`config.mk`:
```
export PLATFORM = sky130hd
export DESIGN_NAME = serial_parity_rx
export DESIGN_NICKNAME = d
export VERILOG_FILES = /design/src/rtl/serial_link_defs_pkg.sv /design/src/rtl/sync_2ff.sv /design/src/rtl/serial_parity_rx.sv
export SDC_FILE = /design/constraint.sdc
export NUM_CORES = 1
export LEC_CHECK = 0
export ABC_AREA = 1
export CAP_MARGIN = 40
export CORE_AREA = 8 8 82 84
export DETAILED_ROUTE_END_ITERATION = 12
export DIE_AREA = 0 0 90 92
export PLACE_DENSITY_LB_ADDON = 0.15
export SYNTH_ARGS = -nofsm -noshare
export SYNTH_HDL_FRONTEND = slang
export SYNTH_SLANG_ARGS = --single-unit
```
`constraint.sdc`:
```
create_clock -name clk -period 1.8 [get_ports clk]
set_clock_uncertainty 0.2 [all_clocks]
set_input_delay 0.36 -clock clk [delete_from_list [all_inputs] [get_ports clk]]
set_output_delay 0.36 -clock clk [all_outputs]
set_load 0.005 [all_outputs]
```
`src/rtl/serial_link_defs_pkg.sv`:
```
// Shared definitions for the serial parity link (receiver now, transmitter later).
// The state encoding and parity mode constants must match on both ends of the link.
package serial_link_defs_pkg;

    localparam int DEFAULT_DATA_W   = 8;
    localparam int DEFAULT_BAUD_DIV = 16;

    localparam bit PAR_EVEN = 1'b0;
    localparam bit PAR_ODD  = 1'b1;

    localparam logic [2:0] ST_IDLE   = 3'd0;
    localparam logic [2:0] ST_START  = 3'd1;
    localparam logic [2:0] ST_DATA   = 3'd2;
    localparam logic [2:0] ST_PARITY = 3'd3;
    localparam logic [2:0] ST_STOP   = 3'd4;

    typedef enum logic [2:0] {
        S_IDLE   = ST_IDLE,
        S_START  = ST_START,
        S_DATA   = ST_DATA,
        S_PARITY = ST_PARITY,
        S_STOP   = ST_STOP
    } link_state_t;

    // The parity bit a sender must put on the line, given the XOR of all data bits.
    function automatic logic parity_expected(input logic data_xor, input bit odd_mode);
        return data_xor ^ (odd_mode == PAR_ODD);
    endfunction

endpackage

```
`src/rtl/sync_2ff.sv`:
```
// Two-flop synchroniser for asynchronous inputs; the reset value is chosen
// to match the idle level of the line being synchronised.
module sync_2ff #(
    parameter int               WIDTH     = 1,
    parameter logic [WIDTH-1:0] RESET_VAL = '0
) (
    input  logic             clk,
    input  logic             rst_n,
    input  logic [WIDTH-1:0] i_async,
    output logic [WIDTH-1:0] o_sync
);

    logic [WIDTH-1:0] r_meta;
    logic [WIDTH-1:0] r_sync;

    always_ff @(posedge clk or negedge rst_n) begin
        if (!rst_n) begin
            r_meta <= RESET_VAL;
            r_sync <= RESET_VAL;
        end else begin
            r_meta <= i_async;
            r_sync <= r_meta;
        end
    end

    assign o_sync = r_sync;

endmodule

```
`src/rtl/serial_parity_rx.sv`:
```
// Serial parity link receiver: start, DATA_W data bits LSB first, parity, stop.
// Every bit is sampled mid-period; each completed frame produces a one-cycle valid.
module serial_parity_rx
    import serial_link_defs_pkg::*;
#(
    parameter int DATA_W     = DEFAULT_DATA_W,
    parameter int BAUD_DIV   = DEFAULT_BAUD_DIV,
    parameter bit PARITY_ODD = PAR_EVEN
) (
    input  logic              clk,
    input  logic              rst_n,
    input  logic              rx,
    output logic [DATA_W-1:0] data_out,
    output logic              valid,
    output logic              parity_err,
    output logic              frame_err,
    output logic              busy
);

    localparam int CNT_W = $clog2(BAUD_DIV);
    localparam int IDX_W = $clog2(DATA_W + 1);

    localparam logic [CNT_W-1:0] HALF_RELOAD = CNT_W'(BAUD_DIV / 2 - 1);
    localparam logic [CNT_W-1:0] FULL_RELOAD = CNT_W'(BAUD_DIV - 1);
    localparam logic [IDX_W-1:0] LAST_IDX    = IDX_W'(DATA_W - 1);

    logic              w_rx_s;
    logic              w_tick;
    link_state_t       r_state;
    link_state_t       w_next_state;
    logic [CNT_W-1:0]  r_cnt;
    logic [IDX_W-1:0]  r_idx;
    logic [DATA_W-1:0] r_shift;
    logic              r_acc;
    logic              r_par_mismatch;
    logic [DATA_W-1:0] r_data;
    logic              r_valid;
    logic              r_parity_err;
    logic              r_frame_err;

    sync_2ff #(
        .WIDTH     (1),
        .RESET_VAL (1'b1)
    ) u_rx_sync (
        .clk     (clk),
        .rst_n   (rst_n),
        .i_async (rx),
        .o_sync  (w_rx_s)
    );

    assign w_tick = (r_cnt == '0);

    always_ff @(posedge clk or negedge rst_n) begin
        if (!rst_n) begin
            r_state <= S_IDLE;
        end else begin
            r_state <= w_next_state;
        end
    end

    always_comb begin
        w_next_state = r_state;
        case (r_state)
            S_IDLE:   if (!w_rx_s) w_next_state = S_START;
            S_START:  if (w_tick) w_next_state = w_rx_s ? S_IDLE : S_DATA;
            S_DATA:   if (w_tick && (r_idx == LAST_IDX)) w_next_state = S_PARITY;
            S_PARITY: if (w_tick) w_next_state = S_STOP;
            S_STOP:   if (w_tick) w_next_state = S_IDLE;
            default:  w_next_state = S_IDLE;
        endcase
    end

    // The timer parks at zero on a false start or after the stop bit, so it
    // never wraps; IDLE always reloads it before it is used again.
    always_ff @(posedge clk or negedge rst_n) begin
        if (!rst_n) begin
            r_cnt          <= '0;
            r_idx          <= '0;
            r_shift        <= '0;
            r_acc          <= 1'b0;
            r_par_mismatch <= 1'b0;
            r_data         <= '0;
            r_valid        <= 1'b0;
            r_parity_err   <= 1'b0;
            r_frame_err    <= 1'b0;
        end else begin
            r_valid <= 1'b0;
            case (r_state)
                S_IDLE: begin
                    if (!w_rx_s) begin
                        r_cnt <= HALF_RELOAD;
                    end
                end
                S_START: begin
                    if (!w_tick) begin
                        r_cnt <= r_cnt - CNT_W'(1);
                    end else if (!w_rx_s) begin
                        r_cnt <= FULL_RELOAD;
                        r_idx <= '0;
                        r_acc <= 1'b0;
                    end
                end
                S_DATA: begin
                    if (!w_tick) begin
                        r_cnt <= r_cnt - CNT_W'(1);
                    end else begin
                        r_cnt   <= FULL_RELOAD;
                        r_shift <= DATA_W'({w_rx_s, r_shift} >> 1);
                        r_acc   <= r_acc ^ w_rx_s;
                        r_idx   <= r_idx + IDX_W'(1);
                    end
                end
                S_PARITY: begin
                    if (!w_tick) begin
                        r_cnt <= r_cnt - CNT_W'(1);
                    end else begin
                        r_cnt          <= FULL_RELOAD;
                        r_par_mismatch <= w_rx_s ^ parity_expected(r_acc, PARITY_ODD);
                    end
                end
                S_STOP: begin
                    if (!w_tick) begin
                        r_cnt <= r_cnt - CNT_W'(1);
                    end else begin
                        r_valid      <= 1'b1;
                        r_data       <= r_shift;
                        r_parity_err <= r_par_mismatch;
                        r_frame_err  <= ~w_rx_s;
                    end
                end
                default: begin
                    r_cnt <= '0;
                end
            endcase
        end
    end

    assign data_out   = r_data;
    assign valid      = r_valid;
    assign parity_err = r_parity_err;
    assign frame_err  = r_frame_err;
    assign busy       = (r_state != S_IDLE);

endmodule

```
Word level (Yosys, flattened, before mapping)
Index checks and enable logic that the tools add are counted.
{"block": "word_totals", "output_inout_bits": 12, "register_bits": 34, "elab_cells": 65, "in_bits": 3}
{"block": "classes", "muxes": 23, "add_sub_neg": 2, "n_reduce_logical": 12, "bitwise_logic": 2, "n_eq_ne": 14}
{"cell": "4-bit 2-to-1 mux", "count": 8}
{"cell": "2-bit != test, second input constant", "count": 8}
{"cell": "4-bit one-hot mux with 4 select lines", "count": 1}
{"cell": "3-bit 2-to-1 mux", "count": 5}
{"cell": "3-bit one-hot mux with 5 select lines", "count": 1}
{"cell": "4-bit one-hot mux with 2 select lines", "count": 1}
{"cell": "3-bit by 2-bit == test with 1-bit output, second input constant", "count": 2}
{"cell": "2-bit AND reduction", "count": 3}
{"cell": "1-bit 2-to-1 mux", "count": 5}
{"cell": "5-bit AND reduction", "count": 1}
{"cell": "4-bit by 1-bit adder with 4-bit output, second input constant", "count": 1}
{"cell": "4-bit by 3-bit == test with 1-bit output, second input constant", "count": 1}
{"cell": "4-bit zero test", "count": 1}
{"cell": "4-bit AND reduction", "count": 1}
{"cell": "4-bit by 1-bit subtractor with 4-bit output, second input constant", "count": 1}
{"cell": "3-bit by 1-bit == test with 1-bit output, second input constant", "count": 1}
{"cell": "3-bit == test, second input constant", "count": 1}
{"cell": "3-bit zero test", "count": 1}
{"cell": "3-bit != test, second input constant", "count": 1}
{"cell": "3-bit AND reduction", "count": 1}
{"cell": "3-bit nonzero test", "count": 1}
{"cell": "2-bit 2-to-1 mux", "count": 1}
{"cell": "1-bit one-hot mux with 2 select lines", "count": 1}
{"cell": "2-bit nonzero test", "count": 1}
{"cell": "4 further kinds", "count": 4}

Logic depth before layout (Yosys ltp)
Gate-level depths: netlist (run 1).
{"block": "depth", "word_depth": 4, "ltp_mapped": 9, "ltp_nobuf": 9}

Hierarchy
From an unflattened synthesis (run 1), not the netlist that was laid out.
{"block": "unflattened", "cells_unflattened": 180, "hier_area_um2": 1564.0}
{"module": "serial_parity_rx", "seq_area_each_um2": 800.8, "cells_each": 178, "area_each_um2": 1511.4, "instances": 1}
{"module": "sync_2ff", "seq_area_each_um2": 52.6, "cells_each": 2, "area_each_um2": 52.6, "instances": 1}

Worst setup path after synthesis (run 1)
No wires, ideal clock.
{"block": "synth_timing", "path_type": "register to register", "from": "reg r_cnt[0]", "to": "reg r_frame_err (netlist: frame_err)", "period_less_slack_ps": 1529, "path_stages_with_launch": 9, "slack_ps": 271, "setup_ps": 122, "n_path_buf": 1, "arrival_ps": 1207, "required_time_ps": 1478, "cell_sequence": "dfrtp_1 inv_1 ha_1 nand2_2 nor2_4 nand2_4 clkbuf_8 nand2_1 o21ai_1"}
{"block": "synth_via", "elab_chain_cells": 2}
{"item": "start: declaration", "line_no": "serial_parity_rx.sv:31", "source": "logic [CNT_W-1:0] r_cnt;"}
{"item": "start signal: assignment", "line_no": "serial_parity_rx.sv:96", "source": "r_cnt <= r_cnt - CNT_W'(1);"}
{"item": "start signal: assignment", "line_no": "serial_parity_rx.sv:105", "source": "r_cnt <= r_cnt - CNT_W'(1);"}
{"item": "start signal: assignment", "line_no": "serial_parity_rx.sv:115", "source": "r_cnt <= r_cnt - CNT_W'(1);"}
{"item": "4-bit zero test", "line_no": "serial_parity_rx.sv:51", "source": "assign w_tick = (r_cnt == '0);"}
{"item": "2-bit AND reduction (no line)"}
{"item": "end signal: assignment", "line_no": "serial_parity_rx.sv:128", "source": "r_frame_err <= ~w_rx_s;"}
{"item": "end: declaration", "line_no": "serial_parity_rx.sv:39", "source": "logic r_frame_err;"}
No other way between the ends.
A chain may end at the register's enable or synchronous reset.

Final worst setup path (run 1)
{"block": "layout_timing", "from": "reg r_state[1]", "to": "out busy"}
{"block": "layout_via", "elab_chain_cells": 1}
{"item": "start: declaration", "line_no": "serial_parity_rx.sv:29", "source": "link_state_t r_state;"}
{"item": "start signal: assignment", "line_no": "serial_parity_rx.sv:57", "source": "r_state <= w_next_state;"}
{"item": "3-bit nonzero test", "line_no": "serial_parity_rx.sv:142", "source": "assign busy = (r_state != S_IDLE);"}
{"item": "end: declaration", "line_no": "serial_parity_rx.sv:17", "source": "output logic busy"}
No other way between the ends.

==> out/results.ini, run 1 <==
[run_status]
outcome=finished clean

[clock_tree]
cts.path.max_buffers=2
cts_root_buf=clkbuf_8
cts_hold_buf=0
cts-buffers-inserted=5
htreeDepth=2
clock_sinks=34
clk_latency_ns=0.28
cts_tree=done
clkTransAtPathRegs_ns=0.07

[drt]
ant_nets=0
drtPass1Iterations=4
drt-total-wl_mm=3.176
via_count=1149
drc_errors=0
wl_per_cell_um=11.59
drt_iter0_drc=50
vias_per_cell=4.193

[power]
power_density_nw_per_um2=1228
leakagePower_nw=0.8974
peakVddDrop_v=0.0003661

[sta]
final-setup-viol-count=0
maxSlewViolCount=0
rsz0062_at_grt=false
finalHoldViolations=0
setup_ws_ns=0.07221
tightest_slew_ns=0.2489
max_slew_margin=0.8339
fmax_mhz=578.8
post-route-min-period_ns=1.728
period_share=0.9599
finalSetupTns_ns=0

[layout]
diodes=0
n_fill_cell=563
final_common_cell=nand2_1
area_growth_syn_to_layout_pct=25.42
mostFrequentLayoutCells=nand2_1, dfrtp_1, inv_1, nand3_1
drive_above_1_share=0.2030
design_area_um2=1951
utilization=0.3609
layout.nets=206

[synth]
ys_seq_elements=34
yosysSeqAreaShare=0.5487
avgSynthCellArea_um2=8.787
synth.cell_area_um2=1555
syn_inst=177
syn-num-nets=182
ys_types=24
yosysWarnings=0

[floorplanning]
fp.dieArea_um2=8280
core_area_um2=5405
rows=27
die_y_um=92
initial_core_util=0.2877
ios=15
die_w_um=90

[critical_path]
slowest_delay_ns=0.39
crit_type=reg2out
critPathLaunchType=register
cp_max_fo=3
cp.required_ns=1.24
critPathSlowestCell=dfrtp_1
critical_path_arrival_ns=1.17
worstPathCellList=nor2_2 -> nand2_1 -> dlygate4sd2_1
cp_top_family=flip-flops
end_kind=output pin
critPathBufInv=1

[grt]
antenna_found_initial=0
grt_pass1_wl_mm=5.520
grt_pass1_vias=1194
grt_max_degree=35
track_usage=0.08179
gr-total-overflow=0

[placement]
port_buffers=14
place_area_um2=1812
gp_congestion=0.7541
place_ws_ns=0.07243
dpl.hpwl_mm=2.167

[flow_run]
maxCapViolCount=0

[min_path]
hold_class=reg2reg

==> metal layers <==
metal  wire length (um)  up-vias  GRT usage
met2               1452       10     0.1294
met1               1597      531    0.09663
met4                 26        0    0.03745
met3                 99        2    0.03097
li1                   -      606          -
met5                  0        -          0
==> state kept, by name (all words and copies together), names as in the netlist <==
| register | flops |
|---|---|
| data_out | 8 |
| frame_err | 1 |
| parity_err | 1 |
| r_acc | 1 |
| r_cnt | 4 |
| r_idx | 4 |
| r_par_mismatch | 1 |
| r_shift | 8 |
| r_state | 3 |
| u_rx_sync.o_sync | 1 |
| u_rx_sync.r_meta | 1 |
| valid | 1 |
==> Yosys cell counts <==
library cell,n,area [um2]
nor2_2,5,31.28
or2_2,1,6.260
nor3_1,1,5.000
nor2_1,7,26.28
buf_4,1,7.510
nand2_2,4,25.02
o21ai_2,2,17.52
nand3_1,14,70.07
dfstp_2,2,52.55
o21ai_0,14,70.07
nand4_1,2,12.51
a21oi_2,1,8.760
inv_1,16,60.06
ha_1,2,25.02
xnor2_1,1,8.760
o21ai_1,10,50.05
nand2_1,50,187.7
nand2_4,1,11.26
nor2_4,1,11.26
a31o_2,1,8.760
buf_6,2,22.52
dfrtp_1,32,800.8
clkbuf_8,1,13.76
inv_2,6,22.52
==> final timing paths <==
check                                                 from                    endpoint  slack (ns)  cells past startpoint
min in group asynchronous                            rst_n     data_out[5]$_DFFE_PN0P_        0.24                      2
worst min register to register  u_rx_sync.r_meta$_DFF_PN1_  u_rx_sync.o_sync$_DFF_PN1_        0.16                      0
worst max-delay path                r_state[1]$_DFFE_PN0P_                        busy        0.07                      3
worst max register to register      r_state[1]$_DFFE_PN0P_        r_cnt[1]$_DFFE_PN0P_        0.13                      9
max in group asynchronous                            rst_n  u_rx_sync.r_meta$_DFF_PN1_        0.90                      2
worst min-delay path            u_rx_sync.r_meta$_DFF_PN1_  u_rx_sync.o_sync$_DFF_PN1_        0.16                      0
==> where the power goes <==
part	total [W]	internal, W	switching, W
logic	0.000735	0.000291	0.000444
clock network	0.000688	0.000414	0.000274
registers	0.000973	0.000876	0.0000970
total	0.00240	0.00158	0.000815
==> per-stage QoR <==
step           power (W)  instances  hold WS (ns)
5_1_grt         0.002568        274        0.1650
4_1_cts         0.002380        274        0.1577
6_report        0.002396        274        0.1562
3_5_place_dp    0.001675        265        0.1468
3_3_place_gp    0.001660        265        0.1466
2_1_floorplan   0.001456        177       -0.1356
==> timing repair <==
item	4_1_cts	5_1_grt
gates resized for setup	2	6
pin swaps	0	1
endpoints found under the setup margin	1	9
gates cloned	0	0
buffers inserted	1	0
==> area by class of cell <==
cell class / instances / area [um2] / share of cell area
clock buffer: 7 / 76.32 / 0.03913
clock inverter: 1 / 30.03 / 0.01539
inverter: 22 / 82.58 / 0.04233
multi-input combinational: 117 / 601.8 / 0.3085
sequential: 34 / 853.3 / 0.4375
tap: 72 / 90.09 / 0.04618
timing repair buffer: 21 / 216.5 / 0.1110
==> cells by family (layout without fill, tap and decap cells) <==
| group | after synthesis | after routing | share of synthesized area |
|---|---|---|---|
| AND/OR/NAND/NOR | 86 | 86 | 0.2486 |
| flip-flops | 34 | 34 | 0.5487 |
| AO/OA/AOI/OAI | 28 | 28 | 0.09977 |
| buffers and inverters | 26 | 51 | 0.08125 |
| adder cells (fa/ha/maj) | 2 | 2 | 0.01609 |
| XOR/XNOR | 1 | 1 | 0.005633 |
Power figures use the tool's default switching activity.
==> run 2, diff against run 1 <==
--- a/config.mk
+++ b/config.mk
@@ -11,6 +11,7 @@
 export DETAILED_ROUTE_END_ITERATION = 12
 export DIE_AREA = 0 0 90 92
 export PLACE_DENSITY_LB_ADDON = 0.15
+export SLEW_MARGIN = 40
 export SYNTH_ARGS = -nofsm -noshare
 export SYNTH_HDL_FRONTEND = slang
 export SYNTH_SLANG_ARGS = --single-unit
==> results of run 2 <==
The final DEF is identical to that of run 1; final timing and power are the same.
